`src/rtl/logic_op_pkg.sv`:
```
// Shared opcodes and widths for the time-shared bitwise logic unit and its arbiter.
package logic_op_pkg;
    localparam logic [1:0] OP_NOT  = 2'b00;
    localparam logic [1:0] OP_AND  = 2'b01;
    localparam logic [1:0] OP_OR   = 2'b10;
    localparam logic [1:0] OP_NAND = 2'b11;

    localparam int ID_W  = 2;
    localparam int CNT_W = 16;

    typedef logic [ID_W-1:0] req_id_t;
endpackage

```
`src/rtl/logic_op_arbiter_if.sv`:
```
// Request/result bundle between requesters (master) and the logic-op arbiter (slave).
interface logic_op_arbiter_if #(
    parameter int WIDTH = 8,
    parameter int NREQ  = 4
);
    import logic_op_pkg::*;

    logic [NREQ-1:0]       req_valid;
    logic [NREQ-1:0]       req_ready;
    logic [2*NREQ-1:0]     req_op;
    logic [WIDTH*NREQ-1:0] req_a;
    logic [WIDTH*NREQ-1:0] req_b;
    logic                  res_valid;
    logic                  res_ready;
    logic [WIDTH-1:0]      res_data;
    req_id_t               res_id;

    modport master (
        output req_valid, req_op, req_a, req_b, res_ready,
        input  req_ready, res_valid, res_data, res_id
    );

    modport slave (
        input  req_valid, req_op, req_a, req_b, res_ready,
        output req_ready, res_valid, res_data, res_id
    );
endinterface

```
`src/rtl/logic_op_arbiter_blu.sv`:
```
// Bitwise NOT/AND/OR/NAND unit built from per-bit gate cells with a 4:1 output select.
// Purely combinational: zero latency, no flow control.
module inverter (
    input  logic a,
    output logic y
);
    assign y = ~a;
endmodule

module andgate (
    input  logic a,
    input  logic b,
    output logic y
);
    assign y = a & b;
endmodule

module orgate (
    input  logic a,
    input  logic b,
    output logic y
);
    assign y = a | b;
endmodule

module nandgate (
    input  logic a,
    input  logic b,
    output logic y
);
    assign y = ~(a & b);
endmodule

module bitwise_logic_unit
    import logic_op_pkg::*;
#(
    parameter int WIDTH = 8
) (
    input  logic [1:0]       op,
    input  logic [WIDTH-1:0] a,
    input  logic [WIDTH-1:0] b,
    output logic [WIDTH-1:0] y
);
    logic [WIDTH-1:0] not_y;
    logic [WIDTH-1:0] and_y;
    logic [WIDTH-1:0] or_y;
    logic [WIDTH-1:0] nand_y;

    for (genvar i = 0; i < WIDTH; i++) begin : g_bit
        inverter u_inv  (.a(a[i]),            .y(not_y[i]));
        andgate  u_and  (.a(a[i]), .b(b[i]), .y(and_y[i]));
        orgate   u_or   (.a(a[i]), .b(b[i]), .y(or_y[i]));
        nandgate u_nand (.a(a[i]), .b(b[i]), .y(nand_y[i]));
    end

    always_comb begin
        y = not_y;
        case (op)
            OP_NOT:  y = not_y;
            OP_AND:  y = and_y;
            OP_OR:   y = or_y;
            OP_NAND: y = nand_y;
        endcase
    end
endmodule

```
`src/rtl/logic_op_arbiter.sv`:
```
// Round-robin arbiter sharing one bitwise logic unit among four requesters; 1-cycle latency.
// A result stalled by res_ready=0 holds its register and drops every req_ready to 0.
module logic_op_arbiter
    import logic_op_pkg::*;
#(
    parameter int WIDTH = 8,
    parameter int NREQ  = 4
) (
    input  logic             clk,
    input  logic             rst_n,
    logic_op_arbiter_if.slave bus,
    output logic [CNT_W-1:0] txn_count
);
    logic             res_valid_q, res_valid_d;
    logic [WIDTH-1:0] res_data_q,  res_data_d;
    req_id_t          res_id_q,    res_id_d;
    req_id_t          last_grant_q, last_grant_d;
    logic [CNT_W-1:0] txn_count_q, txn_count_d;

    req_id_t          ptr;
    logic [NREQ-1:0]  rot_vld;
    req_id_t          pick;
    req_id_t          win;
    logic             found;
    logic             accept;
    logic             xfer;
    logic [NREQ-1:0]  grant;
    logic [1:0]       sel_op;
    logic [WIDTH-1:0] sel_a;
    logic [WIDTH-1:0] sel_b;
    logic [WIDTH-1:0] blu_y;

    // Rotate so the requester after last_grant sits at bit 0, pick lowest, then un-rotate.
    always_comb begin
        ptr     = last_grant_q + 2'd1;
        rot_vld = '0;
        pick    = '0;
        found   = 1'b0;
        for (int k = 0; k < NREQ; k++) begin
            rot_vld[k] = bus.req_valid[ptr + req_id_t'(k)];
        end
        for (int k = 0; k < NREQ; k++) begin
            if (!found && rot_vld[k]) begin
                found = 1'b1;
                pick  = req_id_t'(k);
            end
        end
        win = ptr + pick;
    end

    always_comb begin
        accept = !res_valid_q || bus.res_ready;
        xfer   = found && accept;
        grant  = '0;
        if (found) begin
            grant[win] = 1'b1;
        end
        bus.req_ready = (rst_n && accept) ? grant : '0;
        sel_op = bus.req_op[2*win +: 2];
        sel_a  = bus.req_a[WIDTH*win +: WIDTH];
        sel_b  = bus.req_b[WIDTH*win +: WIDTH];
    end

    bitwise_logic_unit #(.WIDTH(WIDTH)) u_blu (
        .op(sel_op),
        .a (sel_a),
        .b (sel_b),
        .y (blu_y)
    );

    always_comb begin
        res_valid_d  = res_valid_q;
        res_data_d   = res_data_q;
        res_id_d     = res_id_q;
        last_grant_d = last_grant_q;
        txn_count_d  = txn_count_q;
        if (xfer) begin
            res_valid_d  = 1'b1;
            res_data_d   = blu_y;
            res_id_d     = win;
            last_grant_d = win;
        end else if (bus.res_ready) begin
            res_valid_d = 1'b0;
        end
        if (res_valid_q && bus.res_ready) begin
            txn_count_d = txn_count_q + 16'd1;
        end
    end

    always_ff @(posedge clk or negedge rst_n) begin
        if (!rst_n) begin
            res_valid_q  <= 1'b0;
            res_data_q   <= '0;
            res_id_q     <= '0;
            last_grant_q <= req_id_t'(NREQ - 1);
            txn_count_q  <= '0;
        end else begin
            res_valid_q  <= res_valid_d;
            res_data_q   <= res_data_d;
            res_id_q     <= res_id_d;
            last_grant_q <= last_grant_d;
            txn_count_q  <= txn_count_d;
        end
    end

    assign bus.res_valid = res_valid_q;
    assign bus.res_data  = res_data_q;
    assign bus.res_id    = res_id_q;
    assign txn_count     = txn_count_q;
endmodule

```
`src/flat_wrapper.sv`:
```
// flat-port wrapper written by rule: the top's interface ports become plain ports
module logic_op_arbiter_flat import logic_op_pkg::*;
#(
    parameter int WIDTH = 8,
    parameter int NREQ  = 4
)
  (clk, rst_n, txn_count, bus_req_valid, bus_req_op, bus_req_a, bus_req_b, bus_res_ready, bus_req_ready, bus_res_valid, bus_res_data, bus_res_id);
  logic_op_arbiter_if #(.WIDTH(WIDTH), .NREQ(NREQ)) bus_i ();
  input  logic clk;
  input  logic rst_n;
  output logic [CNT_W-1:0] txn_count;
  input wire logic [$bits(bus_i.req_valid)-1:0] bus_req_valid;
  input wire logic [$bits(bus_i.req_op)-1:0] bus_req_op;
  input wire logic [$bits(bus_i.req_a)-1:0] bus_req_a;
  input wire logic [$bits(bus_i.req_b)-1:0] bus_req_b;
  input wire logic [$bits(bus_i.res_ready)-1:0] bus_res_ready;
  output wire logic [$bits(bus_i.req_ready)-1:0] bus_req_ready;
  output wire logic [$bits(bus_i.res_valid)-1:0] bus_res_valid;
  output wire logic [$bits(bus_i.res_data)-1:0] bus_res_data;
  output wire logic [$bits(bus_i.res_id)-1:0] bus_res_id;
  assign bus_i.req_valid = bus_req_valid;
  assign bus_i.req_op = bus_req_op;
  assign bus_i.req_a = bus_req_a;
  assign bus_i.req_b = bus_req_b;
  assign bus_i.res_ready = bus_res_ready;
  assign bus_req_ready = bus_i.req_ready;
  assign bus_res_valid = bus_i.res_valid;
  assign bus_res_data = bus_i.res_data;
  assign bus_res_id = bus_i.res_id;
  logic_op_arbiter #(.WIDTH(WIDTH), .NREQ(NREQ)) u_core (.clk(clk), .rst_n(rst_n), .bus(bus_i), .txn_count(txn_count));
endmodule
```
`config.mk`:
```
export PLATFORM = sky130hd
export DESIGN_NAME = logic_op_arbiter_flat
export DESIGN_NICKNAME = d
export VERILOG_FILES = /design/src/rtl/logic_op_pkg.sv /design/src/rtl/logic_op_arbiter_if.sv /design/src/rtl/logic_op_arbiter_blu.sv /design/src/rtl/logic_op_arbiter.sv /design/src/flat_wrapper.sv
export SDC_FILE = /design/constraint.sdc
export NUM_CORES = 1
export LEC_CHECK = 0
export CAP_MARGIN = 0
export CORE_ASPECT_RATIO = 1.25
export CORE_UTILIZATION = 37
export CTS_CLUSTER_DIAMETER = 200
export CTS_CLUSTER_SIZE = 25
export DETAILED_ROUTE_END_ITERATION = 12
export PLACE_DENSITY = 0.8
export SLEW_MARGIN = 20
export SYNTH_ARGS = -nofsm -noshare
export SYNTH_HDL_FRONTEND = slang
export SYNTH_HIERARCHICAL = 1
export SYNTH_SLANG_ARGS = --single-unit
```
`constraint.sdc`:
```
create_clock -name clk -period 3.3 [get_ports clk]
set_clock_uncertainty 0.05 [all_clocks]
set_input_delay 0.66 -clock clk [delete_from_list [all_inputs] [get_ports clk]]
set_output_delay 0.66 -clock clk [all_outputs]
set_load 0.02 [all_outputs]
```
* Yosys cells after proc, flatten, opt, wreduce, memory -nomap -nowiden
Cells that the tools add are included.
Storage, ports and cells: bits in registers 29, input bits 79, output and inout port bits 31, word-level logic and storage cells 91
Cells by class: $add $sub $neg 6, magnitude comparators 6, equal/unequal tests 3, shifts and indexed selects 3, mux-type cells 22, bitwise logic cells 32, reduce and logical (&&, ||, !) cells 14
Operators by type and width (number):
- $shiftx A32 B6 Y8 | 2
- $pmux W8 S4 | 1
- $add A16 B1 Y16 const B | 1
- $not A1 Y1 | 16
- $lt A2 B3 Y1 const B | 5
- $mux W1 | 12
- $and A1 B1 Y1 | 8
- $bmux W1 S2 | 4
- $mux W4 | 2
- $or A1 B1 Y1 | 8
- $shiftx A8 B4 Y2 | 1
- $logic_and A1 B1 Y1 | 7
- $add A2 B1 Y2 const B | 2
- $add A2 B2 Y2 const B | 2
- $eq A2 B2 Y1 const B | 2
- $logic_not A1 Y1 | 4
- $mux W2 | 2
- $add A2 B2 Y2 | 1
- $demux W1 S2 | 1
- $eq A2 B1 Y1 const B | 1
- $ge A2 B1 Y1 const B | 1
- $logic_not A2 Y1 | 1
- $reduce_bool A2 Y1 | 1
- $logic_or A1 B1 Y1 | 1

* Depth between registers and ports, before layout
Gate-level depths: netlist of the first run.
depth after elaboration 20, mapped depth 15

* Modules after synthesis
Netlist of the first run, hierarchy kept.
By module, submodules not included:
- logic_op_arbiter | times used 1, cells an instance 172, area each 1895.6 µm²
- bitwise_logic_unit | times used 1, cells an instance 10, area each 196.4 µm²
- andgate | times used 8, cells an instance 1, area each 6.3 µm²
- orgate | times used 8, cells an instance 1, area each 6.3 µm²
- inverter | times used 8, cells an instance 1, area each 3.8 µm²
- nandgate | times used 8, cells an instance 1, area each 3.8 µm²

* Least setup slack after synthesis of the first run
Ideal clock, no wire load.
kind input -> register, start in bus_req_valid[3], end reg u_core.res_data_q[0] (netlist: u_core/bus.res_data[0]), setup time 0.117 ns, data arrival time 3.593 ns, slack -0.460 ns, stages on the path 13, path buffers 2, cells stage by stage buf_2 > o311a_1 > o21ai_0 > ha_1 > xor2_1 > xnor2_1 > xnor2_2 > buf_8 > mux4_2 > or2_1 > mux4_2 > nand2_1 > nand2_1
Between the ends: elaborated cells on any way between the ends 35
RTL lines:
- start: declaration | RTL line flat_wrapper.sv:12 | input wire logic [$bits(bus_i.req_valid)-1:0] bus_req_valid;
- $bmux W1 S2 | RTL line logic_op_arbiter.sv:40 | rot_vld[k] = bus.req_valid[ptr + req_id_t'(k)];
- $mux W1 (not written as such) | RTL line logic_op_arbiter.sv:40
- $mux W1 | RTL line logic_op_arbiter.sv:43 | if (!found && rot_vld[k]) begin
- $logic_not A1 Y1 | RTL line logic_op_arbiter.sv:43
- $logic_and A1 B1 Y1 | RTL line logic_op_arbiter.sv:43
- $mux W1 | RTL line logic_op_arbiter.sv:43
- $logic_not A1 Y1 | RTL line logic_op_arbiter.sv:43
- $logic_and A1 B1 Y1 | RTL line logic_op_arbiter.sv:43
- (+3 left out)
- $mux W2 (*) | RTL line logic_op_arbiter.sv:43
- $add A2 B2 Y2 (*) | RTL line logic_op_arbiter.sv:48 | win = ptr + pick;
- $shiftx A32 B6 Y8 (*) | RTL line logic_op_arbiter.sv:61 | sel_b = bus.req_b[WIDTH*win +: WIDTH];
- named net u_core.sel_b[0] | RTL line logic_op_arbiter.sv:30 | logic [WIDTH-1:0] sel_b;
- $or A1 B1 Y1 (*) | RTL line logic_op_arbiter_blu.sv:23 | assign y = a | b;
- named net u_core.u_blu.or_y[0] | RTL line logic_op_arbiter_blu.sv:46 | logic [WIDTH-1:0] or_y;
- $pmux W8 S4 (*) | RTL line logic_op_arbiter_blu.sv:58 | case (op)
- named net u_core.blu_y[0] | RTL line logic_op_arbiter.sv:31 | logic [WIDTH-1:0] blu_y;
- end signal: assignment | RTL line logic_op_arbiter.sv:99 | res_data_q <= res_data_d;
- end: declaration | RTL line logic_op_arbiter.sv:15 | logic [WIDTH-1:0] res_data_q, res_data_d;
Mark *: on every way through the listed nets, which the timed path passes. The rest lies on a longest branch. The select of a mux whose other input is x is not followed. A chain may end at the register's enable or synchronous reset.

* Worst setup path after layout of the first run
start reg u_core.last_grant_q[0], end reg u_core.res_data_q[7] (netlist: u_core/bus.res_data[7])
Between the ends: elaborated cells on any way between the ends 39
RTL lines:
- start: declaration | RTL line logic_op_arbiter.sv:17 | req_id_t last_grant_q, last_grant_d;
- start signal: assignment | RTL line logic_op_arbiter.sv:95 | last_grant_q <= req_id_t'(NREQ - 1);
- start signal: assignment | RTL line logic_op_arbiter.sv:101 | last_grant_q <= last_grant_d;
- $add A2 B1 Y2 (*) | RTL line logic_op_arbiter.sv:35 | ptr = last_grant_q + 2'd1;
- parallel branches: the longest is 12 deep, another holds $add A2 B1 Y2
- $add A2 B2 Y2 (*) | RTL line logic_op_arbiter.sv:48
- $shiftx A32 B6 Y8 (*) | RTL line logic_op_arbiter.sv:60 | sel_a = bus.req_a[WIDTH*win +: WIDTH];
- named net u_core.sel_a[7] | RTL line logic_op_arbiter.sv:29 | logic [WIDTH-1:0] sel_a;
- $or A1 B1 Y1 (*) | RTL line logic_op_arbiter_blu.sv:23
- named net u_core.u_blu.or_y[7] | RTL line logic_op_arbiter_blu.sv:46
- $pmux W8 S4 (*) | RTL line logic_op_arbiter_blu.sv:58
- named net u_core.blu_y[7] | RTL line logic_op_arbiter.sv:31
Mark *: on every way through the listed nets, which the timed path passes. The select of a mux whose other input is x is not followed.

==> results of run 1 <==
[cell type report]
type,instances,area (µm²),share of cell area [%]
multi-input combinational,161,1490,38.4
timing repair buffer,150,1440,37.2
sequential,29,728,18.8
tap,66,82.6,2.13
clock buffer,5,68.8,1.78
inverter,11,43.8,1.13
clock inverter,3,17.5,0.453
[metrics by stage]
step,area [µm²],hold WS [ns],worst slack [ns],instances
floorplan,2290,0.314,-0.382,214
global placement,3630,0.410,-1.03,407
detailed placement,3630,0.415,-1.12,407
CTS,3910,0.425,-0.271,426
global route,3870,0.433,-0.416,425
finish,3870,0.420,-0.284,425
[cells by family (layout without fill, tap and decap cells)]
group / after synthesis / count (layout) / synth area share (%)
buf+inv: 24 / 169 / 6.11
xor+xnor: 18 / 18 / 7.33
flops: 29 / 29 / 32.3
mux: 27 / 27 / 27.2
simple gates: 101 / 101 / 20.9
fa+ha+maj: 3 / 3 / 1.67
compound gates: 12 / 12 / 4.50
[worst reg2reg max path: stages (launching register included)]
cell and delay (ns):
dfstp_2 0.59, nor2_2 0.06, a221oi_2 0.28, o21ai_2 0.10, ha_2 0.20, xor2_2 0.18
xnor2_2 0.18, xnor2_4 0.31, buf_12 0.18, mux4_2 0.54, or2_1 0.24, mux4_2 0.45
nand2_1 0.08, nand2_1 0.05
[state kept, by name, summed over array words and instances (netlist names)]
signal,flops
u_core/txn_count,16
u_core/bus.res_data,8
u_core/bus.res_id,2
u_core/last_grant_q,2
u_core/bus.res_valid,1
[worst min-delay path by stage]
| stage | end | cells after the start | startpoint |
|---|---|---|---|
| CTS | u_core/txn_count[15] | 1 | u_core/txn_count[15] |
| global placement | u_core/bus.res_data[5] | 2 | u_core/bus.res_data[5] |
| global route | u_core/txn_count[15] | 1 | u_core/txn_count[15] |
| detailed placement | u_core/txn_count[15] | 1 | u_core/txn_count[15] |
| finish | u_core/txn_count[15] | 1 | u_core/txn_count[15] |
| floorplan | u_core/bus.res_data[0] | 0 | rst_n |
[cells in the mapped netlist, drive strengths merged]
master and n:
ha 3, a221oi 1, xor2 7, nand3 9, and2 9, nor2b 1
mux4 26, nand2 44, nor2 15, clkbuf 5, or2 12, dfrtp 27
inv 11, nand2b 1, nand4 3, nor3b 1, xnor2 11, nor3 3
o21ai 4, buf 8, mux2 1, and3 1, nor4 2, a32oi 1
dfstp 2, a21boi 1, o311a 1, a21oi 1, o41ai 1, o32ai 2
[per-layer routing]
layer / up-vias / global-route usage (%) / routed length, µm
li1: 1040 / - / -
met3: 9 / 2.48 / 291
met2: 96 / 40.7 / 3440
met1: 1024 / 21.9 / 2300
met5: - / 0 / 0
met4: 0 / 8.38 / 113
[repair_timing]
action	CTS	global route
resized for setup	56	9
setup buffers	9	2
gates cloned	2	0
pin swaps	9	9
endpoints found under the setup margin	12	12
[power by group through the flow]
stage          registers [mW]  logic [mW]  clock network [mW]
4_1_cts                 0.604        4.66               0.292
5_1_grt                 0.621        4.75               0.306
2_1_floorplan           0.713        2.61                   0
3_5_place_dp            0.607        3.76                   0
6_report                0.604        4.39               0.281
3_3_place_gp            0.599        3.65                   0
==> impl_metrics.tcl, run 1 <==
set metrics [dict create \
    final_hold_viol_count 0 \
    p_total_mw 5.27 \
    initial_utilization_pct 38.7 \
    avgSynthCellArea_um2 10.5 \
    clock_path_buffers 2 \
    rsz0062_at_grt "true" \
    io_pins 110 \
    powerDensity_nw_per_um2 1360 \
    synth_top_cell_area_share_pct 30.0 \
    cpLargestDelayFamily "multiplexers" \
    dr.pass1.iters 4 \
    cp_data_required_time_ns 3.42 \
    num_rows 31 \
    wl_per_cell_um 14.5 \
    worst_pin_slew_ns 0.511 \
    critPathLaunch "u_core/last_grant_q[0]" \
    fmax_ghz 0.279 \
    cts_buffers 5 \
    final_common_cell "clkdlybuf4s50_1" \
    port_buffers 109 \
    p_clk_share_pct 5.3 \
    switchingPower_mw 1.98 \
    grt_max_degree 30 \
    final.fill_count 473 \
    cp_max_fo 6 \
    crit_path_top_delay_cell "dfstp_2" \
    drc 0 \
    track_usage_pct 20.5 \
    reg2reg_depth 13 \
    start_kind "register" \
    hold_path_class "reg2reg" \
    path_clk_slew_ns 0.06 \
    worstSetupEndpointType "register" \
    clk_latency_ns 0.27 \
    viasPerCell 5.10 \
    setup-tns-final_ns -2.56 \
    synth_fp_nets 296 \
    setup_violations 12 \
    critPathArrivalTime_ns 3.70 \
    cpPeakStageDelay_ns 0.59 \
    yosysWarnings 6 \
    r2r-start "u_core/last_grant_q[0]" \
    reg2reg_setup_slack_ns -0.28 \
    grt_remaining_overflow 0 \
    period_minus_slack_ns 3.58 \
    fin_ws_ns -0.284 \
    crit_path_end "u_core/bus.res_data[7]" \
    drt_iter0_markers 60 \
    htreeDepth 2 \
    drive_gt1_share_pct 30.6 \
    synth.largest_area_cell "dfrtp_1" \
    gp_congestion 0.805 \
    final_util_pct 66.5 \
    cp.depth 13 \
    die_w_um 71.8 \
    maxSlewHeadroom_pct 65.6 \
    timing.critical_path.buf_inv 1 \
    clkSinkCount 29 \
    ys_seq_area_share_pct 32.3 \
    ys_types 39 \
    worst_r2r_endpoint "u_core/bus.res_data[7]" \
    power_frac_seq_pct 11.5 \
    dp_hpwl_mm 4.74 \
    violations "negative setup slack" \
    netlist_area_um2 2250 \
    post-route-period-util_pct 109 \
    netlist_instances 214 \
    ant_nets 0 \
    antenna_cells 0 \
    coreArea_um2 5820 \
    cts_tree "yes" \
    grt_pass1_wl_mm 10.0 \
    critical_path_class "reg2reg" \
    final_cell_mix "clkdlybuf4s50_1 (101), nand2_1 (44), buf_4 (35), dfrtp_1 (27), mux4_2 (25)" \
    drv_slew 0 \
    dieArea_um2 6400 \
    fin_nets 440 \
    holdBufCountCts 0 \
    ys_ff_latch 29 \
    ir_worst_vdd_v 0.00110 \
    totalWireLength_mm 6.15 \
    max_cap_viol_count 0 \
    cp_cell_sequence "nor2_2 -> a221oi_2 -> o21ai_2 -> ha_2 -> xor2_2 -> xnor2_2 -> xnor2_4 -> buf_12 -> mux4_2 -> or2_1 -> mux4_2 -> nand2_1 -> nand2_1" \
    routed-via-count 2169 \
    internal-power_mw 3.30 \
    area_growth_pct 71.8 \
    antenna_found_initial 0 \
    grt_pass1_vias 2266 \
    die_y_um 89.2 \
    combPwrFrac_pct 83.2 \
    yosys-top-cells-area "dfrtp_1 (30%), mux4_2 (22%), nand2_1 (7.3%)" \
    swShare_pct 37.5 \
    cts_root_buf "clkbuf_8" \
    status "finished, violations left" \
    leakage_nw 1.65 \
]
Power figures use the tool's default switching activity.
==> inputs of run 2 (changes only) <==
--- a/config.mk
+++ b/config.mk
@@ -7,11 +7,11 @@
 export LEC_CHECK = 0
 export CAP_MARGIN = 0
 export CORE_ASPECT_RATIO = 1.25
-export CORE_UTILIZATION = 37
+export CORE_UTILIZATION = 44
 export CTS_CLUSTER_DIAMETER = 200
 export CTS_CLUSTER_SIZE = 25
 export DETAILED_ROUTE_END_ITERATION = 12
-export PLACE_DENSITY = 0.8
+export PLACE_DENSITY = 0.89
 export SLEW_MARGIN = 20
 export SYNTH_ARGS = -nofsm -noshare
 export SYNTH_HDL_FRONTEND = slang
==> constraint.sdc (replaced) <==
create_clock -name clk -period 4.2 [get_ports clk]
set_clock_uncertainty 0.05 [all_clocks]
set_input_delay 0.84 -clock clk [delete_from_list [all_inputs] [get_ports clk]]
set_output_delay 0.84 -clock clk [all_outputs]
set_load 0.02 [all_outputs]
==> run 2 against run 1 <==
The run now ends clean. Global-route usage is 3.7 points higher. Die area shrank 16%. Sequential power down 18%. Total power down 19%. Worst setup slack improved by 0.56 ns. Clock power rose by 21%. First-iteration DRC count is 110% higher. Flip-flop and latch count is the same. Final area shrank 1.0%. Via count up 1.9%. Sequential share of layout area increased by 0.19 points. Worst hold slack improved by 0.0061 ns.
==> impl_metrics.tcl, run 2 (same netlist as run 1, synthesis figures left out) <==
set metrics [dict create \
    path_clk_slew_ns 0.06 \
    max_cap_viol_count 0 \
    dp_hpwl_mm 4.69 \
    critPathArrivalTime_ns 4.04 \
    drive_gt1_share_pct 24.6 \
    grt_pass1_vias 2275 \
    seqCellArea_um2 728 \
    track_usage_pct 24.3 \
    reg2reg_depth 15 \
    rsz0062_at_grt "false" \
    cts_tree "yes" \
    drt_iter0_markers 129 \
    critical_path_class "in2reg" \
    area_growth_pct 70.1 \
    final_common_cell "clkdlybuf4s50_1" \
    totalWireLength_mm 6.18 \
    ant_nets 0 \
    gp_congestion 0.824 \
    final.fill_count 296 \
    initial_utilization_pct 46.6 \
    hold_path_class "reg2reg" \
    cts_root_buf "clkbuf_8" \
    period_minus_slack_ns 3.93 \
    cp_max_fo 6 \
    powerDensity_nw_per_um2 1120 \
    largest_register_ffs 16 \
    fin_nets 430 \
    setup_violations 0 \
    final_cell_mix "clkdlybuf4s50_1 (101), nand2_1 (44), dfrtp_1 (27), buf_4 (26), mux4_2 (22)" \
    clock_path_buffers 2 \
    antenna_found_initial 0 \
    start_kind "input pin" \
    status "completed" \
    wl_per_cell_um 15.1 \
    num_rows 28 \
    p_total_mw 4.29 \
    multiInputGateArea_um2 1470 \
    die_w_um 66.0 \
    worst_pin_slew_ns 1.06 \
    grt_max_degree 30 \
    clkSinkCount 29 \
    io_pins 110 \
    leakage_nw 1.64 \
    cts_buffers 5 \
    ir_worst_vdd_v 0.000898 \
    die_y_um 82.0 \
    clk_latency_ns 0.27 \
    drv_slew 0 \
    dr.pass1.iters 4 \
    dieArea_um2 5410 \
    post-route-period-util_pct 93.5 \
    routed-via-count 2211 \
    whs_path_depth 2 \
    htreeDepth 2 \
    grt_remaining_overflow 0 \
    antenna_cells 0 \
    grt_pass1_wl_mm 9.87 \
    cp_data_required_time_ns 4.32 \
    viasPerCell 5.41 \
    fmax_ghz 0.255 \
    final_util_pct 79.2 \
    final_hold_viol_count 0 \
    drc 0 \
    worstSetupEndpointType "register" \
    setup-tns-final_ns 0 \
    port_buffers 109 \
    maxSlewHeadroom_pct 28.9 \
    coreArea_um2 4830 \
]
## run 2: cell count changes in the layout (fill, tap and decap cells not counted), sizes merged
| cell | change |
|---|---|
| buf | -19 |
| clkbuf | +4 |
| clkinvlp | -1 |
| bufbuf | +1 |
| clkdlybuf4s15 | +1 |
| clkinv | -1 |
| bufinv | +2 |
| dlygate4sd2 | +3 |
## run 2: final cells by class
cell class,instances,area share (%)
multi-input combinational,161,38.4
timing repair buffer,140,36.0
clock buffer,5,1.80
tap,60,1.96
sequential,29,19.0
inverter,11,1.14
clock inverter,3,1.70
## run 2: worst paths after layout
check                                            start                endpoint  slack [ns]
worst max-delay path                  bus_req_valid[1]  u_core/bus.res_data[2]        0.27
max in group asynchronous                        rst_n  u_core/last_grant_q[0]        2.78
min in group asynchronous                        rst_n     u_core/txn_count[4]        1.01
worst max register to register  u_core/last_grant_q[0]  u_core/bus.res_data[2]        0.32
worst min register to register  u_core/bus.res_data[6]  u_core/bus.res_data[6]        0.43
worst min-delay path            u_core/bus.res_data[6]  u_core/bus.res_data[6]        0.43
## run 2: through the flow
stage / cell area [µm²] / hold WS, ns / instances / setup slack (ns)
2_1_floorplan: 2250 / 0.449 / 214 / 0.260
3_3_place_gp: 3520 / 0.409 / 392 / -0.302
3_5_place_dp: 3520 / 0.417 / 392 / -0.476
4_1_cts: 3810 / 0.429 / 409 / 0.0332
5_1_grt: 3830 / 0.443 / 409 / 0.109
6_report: 3830 / 0.426 / 409 / 0.275
## run 2: report_power, final
part,switching (mW),internal [mW]
sequential,0.107,0.389
combinational,1.33,2.13
clock,0.105,0.236
## run 2: timing repair
action                                  in CTS  in global routing
gates cloned                                 2                  0
endpoints found under the setup margin      12                 11
buffers inserted                             7                  0
hold buffers                                 0                  0
resized for setup                           21                 15
pin swaps                                    4                  5
## run 2: worst max-delay path, stage by stage
cell and delay, ns:
clkbuf_2 0.12, buf_4 0.15, nor4_4 0.25, a21oi_2 0.06, o21ai_2 0.09, ha_2 0.22, xor2_2 0.19, xnor2_2 0.12
xnor2_4 0.30, buf_12 0.15, buf_16 0.12, buf_8 0.11, mux4_2 0.52, or2_1 0.22, mux4_2 0.45, nand2_1 0.07
nand2_1 0.04
## run 2: layer usage
layer	GRT usage, %	share of wire [%]
met1	24.4	36
met2	47.7	56
met3	4.44	5.9
met4	10.4	2.0
met5	0	0
==> inputs of run 3 (changes only) <==
--- a/config.mk
+++ b/config.mk
@@ -11,6 +11,7 @@
 export CTS_CLUSTER_DIAMETER = 200
 export CTS_CLUSTER_SIZE = 25
 export DETAILED_ROUTE_END_ITERATION = 12
+export GPL_TIMING_DRIVEN = 0
 export PLACE_DENSITY = 0.89
 export SLEW_MARGIN = 20
 export SYNTH_ARGS = -nofsm -noshare
==> constraint.sdc (replaced) <==
create_clock -name clk -period 4.85 [get_ports clk]
set_clock_uncertainty 0.05 [all_clocks]
set_input_delay 0.97 -clock clk [delete_from_list [all_inputs] [get_ports clk]]
set_output_delay 0.97 -clock clk [all_outputs]
set_load 0.02 [all_outputs]
==> run 3 against run 2 <==
Via count down 6.8%. Non-clock buffer count shrank 20. Utilization fell by 7.5 points. Flip-flop and latch count stayed put. Largest power group unchanged.
==> impl_metrics.tcl, run 3 (same netlist as run 1, synthesis figures left out) <==
set metrics [dict create \
    fin_ws_ns 0.233 \
    status "completed" \
    combPwrFrac_pct 79.8 \
    hold_path_class "reg2reg" \
    dieArea_um2 5410 \
    gp_congestion 0.775 \
    holdBufCountCts 0 \
    totalWireLength_mm 5.48 \
    drc 0 \
    ir_worst_vdd_v 0.000486 \
    p_total_mw 2.94 \
    io_pins 110 \
    swShare_pct 39.8 \
    coreArea_um2 4830 \
    critical_path_class "in2out" \
    max_cap_viol_count 0 \
    die_w_um 66.0 \
    path_clk_slew_ns 0.06 \
    die_y_um 82.0 \
    largest_register_ffs 16 \
    routed-via-count 2061 \
    final_hold_viol_count 0 \
    cp_max_fo 10 \
    place_ws_ns -0.532 \
    num_rows 28 \
    met3_usage_pct 5.56 \
    final_util_pct 71.7 \
    crit_path_top_delay_cell "clkdlybuf4s50_1" \
    switchingPower_mw 1.17 \
    cts_root_buf "clkbuf_8" \
    initial_utilization_pct 46.6 \
    leakage_nw 1.47 \
    cts_buffers 5 \
    grt_util_met2_pct 43.6 \
    setup_violations 0 \
    area_growth_pct 54.0 \
    p_clk_share_pct 6.3 \
    final_common_cell "clkdlybuf4s50_1" \
    grt_max_degree 32 \
    cp_data_required_time_ns 3.83 \
    clock_path_buffers 2 \
    reg2reg_setup_slack_ns 1.05 \
    dp_hpwl_mm 4.67 \
    antenna_cells 0 \
    cts_tree "yes" \
    wl_per_cell_um 14.1 \
    dr.pass1.iters 4 \
    maxSlewHeadroom_pct 55.6 \
    final_cell_mix "clkdlybuf4s50_1 (101), nand2_1 (44), dfrtp_1 (27), mux4_2 (22), nor2_1 (15)" \
    track_usage_pct 21.9 \
    fin_nets 410 \
    rsz0062_at_grt "false" \
    htreeDepth 2 \
    clk_latency_ns 0.28 \
    drt_iter0_markers 63 \
    cp_cell_sequence "clkdlybuf4s50_1 -> inv_1 -> o311a_1 -> o21ai_1 -> ha_1 -> xor2_1 -> xnor2_1 -> xnor2_2 -> buf_6 -> nor2b_1 -> dlygate4sd2_1" \
    final.fill_count 373 \
    viasPerCell 5.30 \
    worst_pin_slew_ns 0.666 \
    start_kind "input pin" \
    period_minus_slack_ns 4.62 \
    power_frac_seq_pct 13.9 \
    post-route-period-util_pct 95.2 \
    port_buffers 106 \
    cpPeakStageDelay_ns 0.58 \
    drive_gt1_share_pct 14.9 \
    clkSinkCount 29 \
    ant_nets 0 \
    busiest_layer "met2" \
    drv_slew 0 \
    internal-power_mw 1.77 \
    worstSetupEndpointType "output pin" \
    grt_remaining_overflow 0 \
    critPathArrivalTime_ns 3.60 \
    fmax_ghz 0.217 \
    antenna_found_initial 0 \
    use_met1_pct 21.7 \
    powerDensity_nw_per_um2 848 \
    grt_pass1_vias 2036 \
    grt_pass1_wl_mm 8.83 \
]
## run 3: area by class of cell
cell class	instances	area [µm²]	area share, %
Buffer	13	93.8	2.71
Clock buffer	6	72.6	2.09
Clock inverter	2	10.0	0.289
Inverter	11	43.8	1.26
Multi-Input combinational cell	161	1390	40.0
Sequential cell	29	728	21.0
Tap cell	60	75.1	2.16
Timing Repair Buffer	107	1060	30.5
## run 3: per-layer routing
metal	up-vias	routed length [µm]
met3	6	350
met4	0	55
li1	990	-
met2	95	3140
met5	-	0
met1	970	1930
## run 3: worst max-delay path: cells and delay by family
| kind | cells | cell delay (ns) |
|---|---|---|
| adders and majority gates | 1 | 0.19 |
| xor gates and xnor gates | 3 | 0.54 |
| and+or+nand+nor | 1 | 0.13 |
| AOI/OAI and AO/OA | 2 | 0.54 |
| buffers and inverters | 4 | 1.21 |
## run 3: timing repair
item	in CTS	in global routing
gates resized for setup	4	4
setup buffers	1	0
endpoints found under the setup margin	4	2
pin swaps	1	0
## run 3: path summary, 6_finish.rpt
check | startpoint | to | depth (start not counted)
max | bus_req_valid[0] | bus_req_ready[1] | 11
min | u_core/bus.res_data[6] | u_core/bus.res_data[6] | 2
max reg2reg | u_core/last_grant_q[0] | u_core/bus.res_data[4] | 15
min reg2reg | u_core/bus.res_data[6] | u_core/bus.res_data[6] | 2
max in group asynchronous | rst_n | u_core/txn_count[9] | 1
min in group asynchronous | rst_n | u_core/txn_count[4] | 1
## run 3: through the flow
stage | setup TNS [ns] | hold slack, ns | cells | cell area (µm²)
2_1_floorplan | 0 | 0.449 | 214 | 2250
3_3_place_gp | -1.38 | 0.411 | 380 | 3390
3_5_place_dp | -3.00 | 0.421 | 380 | 3380
4_1_cts | 0 | 0.435 | 389 | 3470
5_1_grt | 0 | 0.451 | 389 | 3470
6_report | 0 | 0.427 | 389 | 3470
## run 3: power by group through the flow
| stage | clock, mW | combinational (mW) | sequential [mW] |
|---|---|---|---|
| 2_1_floorplan | 0 | 1.76 | 0.485 |
| 3_3_place_gp | 0 | 2.28 | 0.407 |
| 3_5_place_dp | 0 | 2.35 | 0.414 |
| 4_1_cts | 0.194 | 2.38 | 0.410 |
| 5_1_grt | 0.206 | 2.57 | 0.421 |
| 6_report | 0.187 | 2.35 | 0.409 |
